--- src/rtl/shift_register_ctrl_pkg.sv ---
// Shared op encodings and FSM state type for the shift register command sequencer.
package shift_register_ctrl_pkg;

  localparam logic [1:0] OP_WRITE   = 2'b00;
  localparam logic [1:0] OP_READ    = 2'b01;
  localparam logic [1:0] OP_CLEAR   = 2'b10;
  localparam logic [1:0] OP_ILLEGAL = 2'b11;

  typedef enum logic [1:0] {
    IDLE  = 2'd0,
    SHIFT = 2'd1,
    DONE  = 2'd2
  } state_e;

endpackage

--- src/rtl/shift_register_ctrl.sv ---
// Command-driven sequencer that shifts words into / out of a right-shift register, MSB first.
// Optional macro SR_CTRL_RECIRC_EN makes READ non-destructive by recirculating serial_out.
module shift_register_ctrl
  import shift_register_ctrl_pkg::*;
#(
  parameter int unsigned WIDTH = 4
) (
  input  logic             clk,
  input  logic             reset_n,
  input  logic             cmd_valid,
  output logic             cmd_ready,
  input  logic [1:0]       cmd_op,
  input  logic [WIDTH-1:0] cmd_data,
  output logic             rsp_valid,
  output logic [WIDTH-1:0] rsp_data,
  output logic             rsp_err,
  output logic             busy,
  output logic             sr_shift_en,
  output logic             sr_serial_in,
  input  logic             sr_serial_out
);

  localparam int unsigned CntW = $clog2(WIDTH);

  state_e           state_q, state_d;
  logic [CntW-1:0]  cnt_q, cnt_d;
  logic [1:0]       op_q, op_d;
  logic [WIDTH-1:0] data_q, data_d;
  logic [WIDTH-1:0] cap_q, cap_d;
  logic [WIDTH-1:0] rsp_data_q, rsp_data_d;
  logic             cmd_ready_q, cmd_ready_d;
  logic             rsp_valid_q, rsp_valid_d;
  logic             rsp_err_q, rsp_err_d;
  logic             busy_q, busy_d;
  logic             shift_en_q, shift_en_d;
  logic             serial_in_q, serial_in_d;

  always_comb begin
    state_d     = state_q;
    cnt_d       = cnt_q;
    op_d        = op_q;
    data_d      = data_q;
    cap_d       = cap_q;
    rsp_data_d  = rsp_data_q;
    cmd_ready_d = cmd_ready_q;
    rsp_valid_d = 1'b0;
    rsp_err_d   = 1'b0;
    shift_en_d  = shift_en_q;
    serial_in_d = serial_in_q;

    unique case (state_q)
      IDLE: begin
        if (cmd_valid && cmd_ready_q) begin
          op_d        = cmd_op;
          data_d      = cmd_data;
          cmd_ready_d = 1'b0;
          if (cmd_op == OP_ILLEGAL) begin
            state_d     = DONE;
            rsp_valid_d = 1'b1;
            rsp_err_d   = 1'b1;
          end else begin
            state_d     = SHIFT;
            cnt_d       = CntW'(WIDTH - 1);
            cap_d       = '0;
            shift_en_d  = 1'b1;
            serial_in_d = (cmd_op == OP_WRITE) ? cmd_data[WIDTH-1] : 1'b0;
          end
        end
      end
      SHIFT: begin
        // Pre-shift LSB stage arrives LSB-of-register first, assembled MSB first.
        cap_d = {cap_q[WIDTH-2:0], sr_serial_out};
        if (cnt_q == '0) begin
          state_d     = DONE;
          shift_en_d  = 1'b0;
          serial_in_d = 1'b0;
          rsp_valid_d = 1'b1;
          if (op_q == OP_READ) rsp_data_d = cap_d;
        end else begin
          cnt_d       = cnt_q - 1'b1;
          serial_in_d = (op_q == OP_WRITE) ? data_q[cnt_d] : 1'b0;
        end
      end
      DONE: begin
        state_d     = IDLE;
        cmd_ready_d = 1'b1;
      end
      default: begin
        state_d     = IDLE;
        cmd_ready_d = 1'b1;
        shift_en_d  = 1'b0;
        serial_in_d = 1'b0;
      end
    endcase

    busy_d = (state_d != IDLE);
  end

  always_ff @(posedge clk or negedge reset_n) begin
    if (!reset_n) begin
      state_q     <= IDLE;
      cnt_q       <= '0;
      op_q        <= OP_WRITE;
      data_q      <= '0;
      cap_q       <= '0;
      rsp_data_q  <= '0;
      cmd_ready_q <= 1'b1;
      rsp_valid_q <= 1'b0;
      rsp_err_q   <= 1'b0;
      busy_q      <= 1'b0;
      shift_en_q  <= 1'b0;
      serial_in_q <= 1'b0;
    end else begin
      state_q     <= state_d;
      cnt_q       <= cnt_d;
      op_q        <= op_d;
      data_q      <= data_d;
      cap_q       <= cap_d;
      rsp_data_q  <= rsp_data_d;
      cmd_ready_q <= cmd_ready_d;
      rsp_valid_q <= rsp_valid_d;
      rsp_err_q   <= rsp_err_d;
      busy_q      <= busy_d;
      shift_en_q  <= shift_en_d;
      serial_in_q <= serial_in_d;
    end
  end

  assign cmd_ready   = cmd_ready_q;
  assign rsp_valid   = rsp_valid_q;
  assign rsp_data    = rsp_data_q;
  assign rsp_err     = rsp_err_q;
  assign busy        = busy_q;
  assign sr_shift_en = shift_en_q;

`ifdef SR_CTRL_RECIRC_EN
  // Rotation needs the live LSB stage in the same cycle, so this path bypasses the flop.
  assign sr_serial_in = (shift_en_q && op_q == OP_READ) ? sr_serial_out : serial_in_q;
`else
  assign sr_serial_in = serial_in_q;
`endif

endmodule

--- config.mk ---
export PLATFORM = sky130hd
export DESIGN_NAME = shift_register_ctrl
export DESIGN_NICKNAME = d
export VERILOG_FILES = /design/src/rtl/shift_register_ctrl_pkg.sv /design/src/rtl/shift_register_ctrl.sv
export SDC_FILE = /design/constraint.sdc
export NUM_CORES = 1
export LEC_CHECK = 0
export BUFFER_PORTS_ARGS = -buffer_cell sky130_fd_sc_hd__buf_4
export CAP_MARGIN = 20
export CORE_ASPECT_RATIO = 1.2
export CORE_MARGIN = 5
export CORE_UTILIZATION = 52
export CTS_BUF_LIST = sky130_fd_sc_hd__clkbuf_16
export DETAILED_ROUTE_END_ITERATION = 10
export PLACE_DENSITY_LB_ADDON = 0.1
export SKIP_CTS_REPAIR_TIMING = 1
export SLEW_MARGIN = 20
export SYNTH_ARGS = -nofsm -noshare
export SYNTH_HDL_FRONTEND = slang
export SYNTH_SLANG_ARGS = --single-unit
export TNS_END_PERCENT = 10
--- constraint.sdc ---
create_clock -name clk -period 1.8 [get_ports clk]
set_clock_uncertainty 0.1 [all_clocks]
set_input_delay 0.18 -clock clk [delete_from_list [all_inputs] [get_ports clk]]
set_output_delay 0.18 -clock clk [all_outputs]
set_load 0.05 [all_outputs]
==> qor.txt <==
Status - complete, no violations
IO buf count - 19
Die Height - 57.9 um
Buffer and inverter count on the worst path - 1
Nets - 113
Post-Syn Instances - 76
Final setup fails - 0
Max Cap Viol - 0
Reg2reg path depth - 4
Total CTS buffers - 3
Period minus WS final - 1700 ps
Max Fclk - 587 MHz
Via count - 679
Critical path's top delay family - flip-flops
Synthesized flop and latch total - 23
Global-route wire length before repair - 3310 um
Final ANT Viol Nets - 0
Chip width - 49.9 um
Most frequent cells after synthesis - dfrtp_1 (22), nor2_1 (9), mux2_2 (8), mux2_4 (4), nand2_1 (4)
Largest net degree at the start of global routing - 24
Starting Density - 54.4%
Synth area leader - dfrtp_1
Peak supply drop - 1.00 mV
Post-detail-place hpwl - 1380 um
CTS tree - done
CP max FO - 8
CP max stage cell - dfrtp_1
Vias in the first global route - 725
Die area - 2890 sq um
Post-route cell area - 1250 sq um
TritonRoute pass-1 iters - 4
Number of synthesized flops with an enable pin - 0
Slew HR - 65.4%
Synth-to-Final Area Change - 25.7%
Worst EP arrival - 1740 ps
Vias per Instance - 5.66
FF/Latch Area - 577 sq um
WHS Path Cells - 2
Initial antenna violation count - 0
Top FF cell, synth - dfrtp_1
Count leader, synth - dfrtp_1
Dpl cells - 115
Layout Cells excl Fill - 120
Gr ovfl total - 0
Clock-pin slew on the worst setup and hold paths - 50 ps
Pwr/cell area - 1990 nW/um^2
Setup crit end kind - register
Clock root buffer - clkbuf_16
Final worst path period share - 94.6%
Cell Area, Synth - 995 sq um
Worst endpoint required time - 1830 ps
Row cnt - 17
Yosys warns - 0
RSZ-0062 raised after global routing - false
Average size of a mapped cell - 13.1 sq um
Clk sinks - 23
CORE AREA - 1830 sq um
WP depth - 4
CTS Buffer Depth - 2
Post-route DRC - 0
Least-Margin Pin Slew - 514 ps
Total GRT Usage - 14.9%
Top cell type's share of synthesized area - 55.3%
Largest cells by area after synthesis - dfrtp_1 (55%), mux2_2 (9.1%), mux2_4 (6.0%), nor2_1 (3.4%), dfstp_2 (2.6%)
DP Area - 1160 sq um
Clk_lat worst skew - 250 ps
Fillers - 151
CP Class - register to register
Wire per inst - 15.6 um
Fin. Hold Viols - 0
Seq/Total Area, Yosys - 58.0%
Leak - 0.633 nW
Layout cell share with drive strength beyond 1 - 43.6%
Pins Over Slew Limit - 0
CP max stage delay - 400 ps
Setup TNS - 0 ps
Mapped Nets - 87
Multi-input gate area - 380 sq um
Hold Path Class - input port to register
Fraction of registers with async set/reset - 100%
Routed WL - 1870 um
Crit path launch type - register
Ant diodes - 0
Ports - 20
Initial DRC Count - 37
Library cells used by synthesis - 22
CTS HTree Levels - 1
Gpl congestion - 0.728
Cells along the critical path - inv_1 > ha_1 > and3_1 > mux2_4
worst register-to-register path: stages, from the launching register on:
cell	delay (ps)
dfrtp_1	400
inv_1	100
ha_1	300
and3_1	350
mux2_4	330
path summary, 6_finish.rpt:
| kind | startpoint | to | slack (ps) |
|---|---|---|---|
| hold / removal | cmd_data[0] | data_q[0] | 60 |
| setup / recovery | cnt_q[0] | rsp_data[1] | 100 |
| setup reg to reg | cnt_q[0] | rsp_data[1] | 100 |
| max in group asynchronous | reset_n | cmd_ready | 1060 |
| hold reg to reg | cap_q[2] | cap_q[2] | 400 |
| min in group asynchronous | reset_n | state_q[0] | 260 |
layout by cell type (no fill, tap or decap):
master and n:
nand2_1 4, ha_1 1, a22oi_1 3, nor4_1 1
a21o_1 2, nor2_1 9, nor3_2 2, nor3b_1 1
dfrtp_1 22, a22o_1 3, dfstp_2 1, mux4_2 1
a21oi_1 2, and3_1 1, clkbuf_16 3, buf_4 22
mux2_4 4, o21ai_0 1, dlygate4sd3_1 1, nand3_1 2
a21o_2 2, inv_2 1, mux2_2 8, inv_1 4
state kept, by name (all words and copies together), names as in the netlist:
name,cells
rsp_data,4
rsp_valid,1
cnt_q,2
op_q,2
sr_serial_in,1
cap_q,3
state_q,2
busy,1
sr_shift_en,1
cmd_ready,1
rsp_err,1
data_q,4
logic make-up after synthesis:
| logic type | share of synthesized area [%] |
|---|---|
| adder cells (fa/ha/maj) | 1.26 |
| flip-flops | 58.0 |
| buffers and inverters | 3.77 |
| multiplexers | 17.4 |
| AND/OR/NAND/NOR | 9.94 |
| AO/OA/AOI/OAI | 9.69 |
per-stage QoR:
| step | worst slack, ps | power [mW] | hold WS (ps) | utilization (%) |
|---|---|---|---|---|
| 2_1_floorplan | 21.9 | 1.71 | -216 | - |
| 3_3_place_gp | 185 | 2.00 | -17.3 | 63.5 |
| 3_5_place_dp | 112 | 2.04 | -14.0 | 63.5 |
| 4_1_cts | 93.9 | 2.51 | -280 | 67.8 |
| 5_1_grt | 15.3 | 2.66 | 64.6 | 68.3 |
| 6_report | 97.0 | 2.49 | 61.2 | 68.3 |
area by class of cell:
class,count,area share [%]
inverter,4,1.20
tap,19,1.90
sequential,23,46.1
clock buffer,3,6.01
timing repair buffer,23,14.0
multi-input combinational,47,30.4
clock inverter,1,0.300
where the power goes:
part | total [mW] | switching, mW | internal, mW
clock network | 0.456 | 0.161 | 0.296
registers | 0.884 | 0.136 | 0.748
logic | 1.15 | 0.662 | 0.490
routing by layer:
layer / GRT usage, % / part of all wire [%] / up-vias / routed length [um]
met5: 0 / 0 / - / 0
met1: 18.8 / 43 / 330 / 800
met4: 5.62 / 1.0 / 0 / 19
met3: 4.63 / 5.6 / 4 / 104
li1: - / - / 320 / -
met2: 23.6 / 50 / 25 / 941
Power figures use the tool's default switching activity.
